==> config.mk <==
export PLATFORM = sky130hd
export DESIGN_NAME = rename_retire_queue
export DESIGN_NICKNAME = d
export VERILOG_FILES = /design/src/rtl/rename_retire_pkg.sv /design/src/rtl/rename_retire_queue_ptr.sv /design/src/rtl/rename_retire_queue.sv
export SDC_FILE = /design/constraint.sdc
export NUM_CORES = 1
export LEC_CHECK = 0
export ABC_AREA = 1
export CELL_PAD_IN_SITES_DETAIL_PLACEMENT = 1
export CELL_PAD_IN_SITES_GLOBAL_PLACEMENT = 2
export CORE_ASPECT_RATIO = 0.6
export CORE_UTILIZATION = 30
export DETAILED_ROUTE_END_ITERATION = 8
export PLACE_DENSITY = 0.87
export SETUP_SLACK_MARGIN = 0.5
export SYNTH_ARGS = -nofsm -noshare
export SYNTH_HDL_FRONTEND = slang
export SYNTH_SLANG_ARGS = --single-unit
==> constraint.sdc <==
create_clock -name CLK -period 2.5 [get_ports CLK]
set_input_delay 0.75 -clock CLK [delete_from_list [all_inputs] [get_ports CLK]]
set_output_delay 0.75 -clock CLK [all_outputs]
set_load 0.01 [all_outputs]
==> src/rtl/rename_retire_pkg.sv <==
// Shared types and pointer helpers for the rename retire queue.
package rename_retire_pkg;

  localparam int unsigned TAG_WIDTH = 2;
  localparam int unsigned DEPTH     = 1 << TAG_WIDTH;
  localparam int unsigned PTR_WIDTH = TAG_WIDTH + 1;

  // Pointer carries a wrap bit above the slot index.
  typedef logic [PTR_WIDTH-1:0] ptr_t;
  typedef logic [TAG_WIDTH-1:0] idx_t;

  // Slot index addressed by a pointer.
  function automatic idx_t ptr_idx(input ptr_t p);
    return p[TAG_WIDTH-1:0];
  endfunction

  // Same slot, different lap: every entry is occupied.
  function automatic logic ptr_full(input ptr_t head, input ptr_t tail);
    return (head[TAG_WIDTH-1:0] == tail[TAG_WIDTH-1:0]) &&
           (head[TAG_WIDTH] != tail[TAG_WIDTH]);
  endfunction

  // Same slot, same lap: nothing held.
  function automatic logic ptr_empty(input ptr_t head, input ptr_t tail);
    return head == tail;
  endfunction

endpackage

==> src/rtl/rename_retire_queue_ptr.sv <==
// Wrap-bit pointer register: synchronous reset, load beats increment.
module rrq_wrap_ptr #(
  parameter int unsigned width = 3
) (
  input  logic             CLK,
  input  logic             RST_N,
  input  logic             inc,
  input  logic             load,
  input  logic [width-1:0] load_val,
  output logic [width-1:0] ptr
);

  // Pointer update; wraps naturally at 2**width.
  always_ff @(posedge CLK) begin
    if (!RST_N) begin
      ptr <= '0;
    end else if (load) begin
      ptr <= load_val;
    end else if (inc) begin
      ptr <= ptr + width'(1);
    end
  end

endmodule

==> src/rtl/rename_retire_queue.sv <==
// In-order retire queue feeding the rename register file free port.
// Names enter in allocation order, complete out of order, and are freed
// strictly in order, one per cycle.
// Optional: RENAME_RETIRE_QUEUE_FLUSH_EN adds a FLUSH input that empties
// the queue without issuing any frees.
module rename_retire_queue
  import rename_retire_pkg::*;
#(
  parameter int unsigned name_width = 1,
  parameter int unsigned tag_width  = TAG_WIDTH,
  parameter int unsigned depth      = DEPTH
) (
  input  logic                  CLK,
  input  logic                  RST_N,
`ifdef RENAME_RETIRE_QUEUE_FLUSH_EN
  input  logic                  FLUSH,
`endif
  input  logic [name_width-1:0] ENQ_NAME,
  input  logic                  ENQ_E,
  output logic                  ENQ_READY,
  output logic [tag_width-1:0]  ENQ_TAG,
  input  logic [tag_width-1:0]  DONE_TAG,
  input  logic                  DONE_E,
  input  logic                  RETIRE_EN,
  output logic [name_width-1:0] NAME_F,
  output logic                  FE,
  output logic [tag_width:0]    COUNT,
  output logic                  EMPTY
);

  ptr_t                  head;
  ptr_t                  tail;
  idx_t                  head_idx;
  idx_t                  tail_idx;
  idx_t                  done_off;
  logic                  full;
  logic                  empty;
  logic                  flush;
  logic                  enq_fire;
  logic                  done_hit;
  logic [name_width-1:0] name_q [depth];
  logic [depth-1:0]      done_q;

`ifdef RENAME_RETIRE_QUEUE_FLUSH_EN
  assign flush = FLUSH;
`else
  assign flush = 1'b0;
`endif

  // Occupancy, handshakes and the free strobe.
  assign head_idx  = ptr_idx(head);
  assign tail_idx  = ptr_idx(tail);
  assign full      = ptr_full(head, tail);
  assign empty     = ptr_empty(head, tail);
  assign COUNT     = tail - head;
  assign EMPTY     = empty;
  assign ENQ_READY = !full && !flush;
  assign ENQ_TAG   = tail_idx;
  assign enq_fire  = ENQ_E && ENQ_READY;
  assign FE        = !empty && done_q[head_idx] && RETIRE_EN && !flush;
  assign NAME_F    = name_q[head_idx];

  // A completion counts only if its slot lies within [head, tail).
  assign done_off  = idx_t'(DONE_TAG - head_idx);
  assign done_hit  = DONE_E && (ptr_t'(done_off) < COUNT);

  rrq_wrap_ptr #(.width(PTR_WIDTH)) u_head_ptr (
    .CLK      (CLK),
    .RST_N    (RST_N),
    .inc      (FE),
    .load     (1'b0),
    .load_val ('0),
    .ptr      (head)
  );

  // Flush collapses the tail onto the head, dropping every entry.
  rrq_wrap_ptr #(.width(PTR_WIDTH)) u_tail_ptr (
    .CLK      (CLK),
    .RST_N    (RST_N),
    .inc      (enq_fire),
    .load     (flush),
    .load_val (head),
    .ptr      (tail)
  );

  // Name storage; contents are meaningless outside [head, tail).
  always_ff @(posedge CLK) begin
    if (enq_fire) begin
      name_q[tail_idx] <= ENQ_NAME;
    end
  end

  // Completion flags: cleared on allocate and on free, set by writeback.
  always_ff @(posedge CLK) begin
    if (!RST_N || flush) begin
      done_q <= '0;
    end else begin
      if (FE) begin
        done_q[head_idx] <= 1'b0;
      end
      if (enq_fire) begin
        done_q[tail_idx] <= 1'b0;
      end
      if (done_hit) begin
        done_q[DONE_TAG] <= 1'b1;
      end
    end
  end

endmodule
==> metrics, run 1 <==
outcome finished clean; # H-tree levels 1; post-synthesis mux area share 0%; dominant cells by area after synthesis dfxtp_1 (23%), ha_1 (14%), edfxtp_1 (12%); die height 47.5 um; WP data arrival roughly 1500 ps; Syn Inst Count between 100 and 150; Synth Area in XOR/XNOR around 2.5%; first-pass GRT wire length 4.69 mm; worst-path fanout max 2; Root Buffer clkbuf_8; overall die area 0.00370 mm2; Startpoint Class register; CTS Buf Count 3; GPL Wtd Cong ~0.84; worst hold margin 545 ps; vias in the first global route 958; CP Depth 7; CTS tree done; CTS hold repair buffers 0; relative slew slack 82.4%; Avg WL per Cell 13.2 um; Peak VDD IR about 290 uV; Synth Area in Compound Gates 7.96%; Synth Warn # 0; post-synthesis adder-cell area fraction between 10% and 20%; Antenna Cells 0; clock sinks 16; fin util 46.2%; setup ws final approximately 270 ps; GRT overflow 0; Hold/Removal Path Class register to register; Max Cap Viol 0; Post-Synth Simple-Gate Area 26.5%; largest family of logic cells by synthesized area simple AND/OR/NAND/NOR gates; GRT Util Overall 17.4%; input/output buffers 16; DR pass1 iterations 4; Starting Density 31.6%; initial antenna violation count 0; Final Cell Area 0.00152 mm2; Netlist cell types 24; Syn-to-layout area delta 46.3%; Mapped Area 0.00104 mm2; Nets 194; Reg clk slew, reported paths 70 ps; cell total after placement 205; Buf/Inv on CP 3; Hold Path Cell Cnt 4; max-slew violation count 0; WL final 2.86 mm; clock buffer depth 2; # fillers 414; DRC Markers 0; largest net degree at the start of global routing 10; max frequency 447 MHz; CP delay by family, top adder cells; total number of vias 947; Crit path top cell by count inv_2; Avg Vias per Cell 4.36; cells along the critical path inv_2 -> ha_4 -> fa_2 -> inv_2 -> nand3_4 -> nand2_2 -> buf_6; period utilization 89.4%; Hold Fails Final Rpt 0; most common cell after layout, fill and taps aside nand2_1; most frequent cells in the layout nand2_1 (25), inv_1 (21), buf_4 (21); pre-CTS setup slack -336 ps; Seq/Total Area, Yosys a little over a third; post-synth top area cell dfxtp_1; layout cells sized above 1 between 30 and 40%; FF-to-FF path depth 10; unrepaired setup endpoints after global routing yes; DRT antenna net count 0; CP endpoint kind output pin; # rows 16; Setup TNS 0 ps; Net Count, Synth 154; Final min period between 2000 and 2500 ps; CP Class register to output pin; clock latency at the later pin of the worst-skew pair around 250 ps; IO Count 17; Leakage between 0.7 and 0.8 nW; placed cell area 0.00137 mm2; area of the core 0.00328 mm2; post-route clock skew ~3.3 ps; Detail Placement HPWL 2.24 mm; CP peak stage delay 350 ps; total power slightly below 0.7 mW; Synth Register Bits 16; Yosys top cell area share 23.2%; Critical Path RT 1750 ps; Slew @ Worst Pin ~260 ps; Horiz. Die Dim 77.9 um; Final Setup Violations 0; Avg Inst Size Synth 7.80 um2; Pwr Density 447 mW/mm2; starting DRC count in detailed routing 35; Post-Layout Cell Count 217; Slowest cell on crit path fa_2
worst reg2reg max path, cell delays in order, from the launching register on:
cell and delay [ps]:
dfxtp_2 340, inv_2 50, ha_4 150, fa_2 530, buf_4 110, ha_1 210
nand2_1 60, nand2_1 50, nand3_2 90, nand4_1 100, a21oi_1 150
path summary, 6_finish.rpt:
| path | from | end | slack [ps] |
|---|---|---|---|
| max | u_tail_ptr.ptr[0] | COUNT[2] | 270 |
| min | done_q[2] | done_q[2] | 540 |
| max reg2reg | u_tail_ptr.ptr[0] | done_q[3] | 590 |
| min reg2reg | done_q[2] | done_q[2] | 540 |
Yosys cell counts:
library cell	number
nand2_2	4
inv_2	1
a21oi_2	1
nor2_4	2
ha_1	12
nand3_2	1
edfxtp_1	4
xor2_1	2
nor2_1	4
inv_4	1
inv_1	26
nand3_1	11
buf_4	2
dfxtp_1	12
fa_1	1
nand2_4	1
a21oi_1	8
xnor2_1	1
nand2_1	28
nor2_2	1
o21ai_0	3
o21ai_1	2
a32oi_1	1
nand4_1	4
cell type report:
| class | count | area (um2) | share of cell area, % |
|---|---|---|---|
| clock buffer | 3 | 41.3 | 2.72 |
| timing repair buffer | 37 | 315 | 20.8 |
| clock inverter | 1 | 3.75 | 0.247 |
| inverter | 28 | 110 | 7.25 |
| tap | 45 | 56.3 | 3.71 |
| sequential | 16 | 367 | 24.2 |
| multi-input combinational | 87 | 624 | 41.1 |
power breakdown:
part           switching (mW)  internal (mW)
Sequential            0.00708          0.277
Clock                  0.0942          0.109
Combinational           0.100         0.0912
Total                   0.202          0.477
layer usage:
metal	GRT usage (%)	vias to the layer above	routed length (um)
met3	4.76	0	100
met4	2.22	0	0
met5	0	-	0
met1	22.1	439	1430
met2	31.7	15	1330
li1	-	493	-
what timing repair did:
item,CTS,global route
buffers inserted,5,3
resized for setup,44,9
setup endpoints to repair,12,10
pin swaps,14,12
logic make-up (layout without fill, tap and decap cells):
family	Yosys count	in the layout
AND/OR/NAND/NOR	56	56
buffers and inverters	30	69
flip-flops	16	16
AO/OA/AOI/OAI	15	15
adder cells (fa/ha/maj)	13	13
XOR/XNOR	3	3
Power figures use the tool's default switching activity.
==> run 2, diff against run 1 <==
--- a/config.mk
+++ b/config.mk
@@ -6,6 +6,7 @@
 export NUM_CORES = 1
 export LEC_CHECK = 0
 export ABC_AREA = 1
+export ABC_CLOCK_PERIOD_IN_PS = 2500
 export CELL_PAD_IN_SITES_DETAIL_PLACEMENT = 1
 export CELL_PAD_IN_SITES_GLOBAL_PLACEMENT = 2
 export CORE_ASPECT_RATIO = 0.6
==> results of run 2 <==
Same layout as run 1: the final DEF is identical, and so are final timing and power.
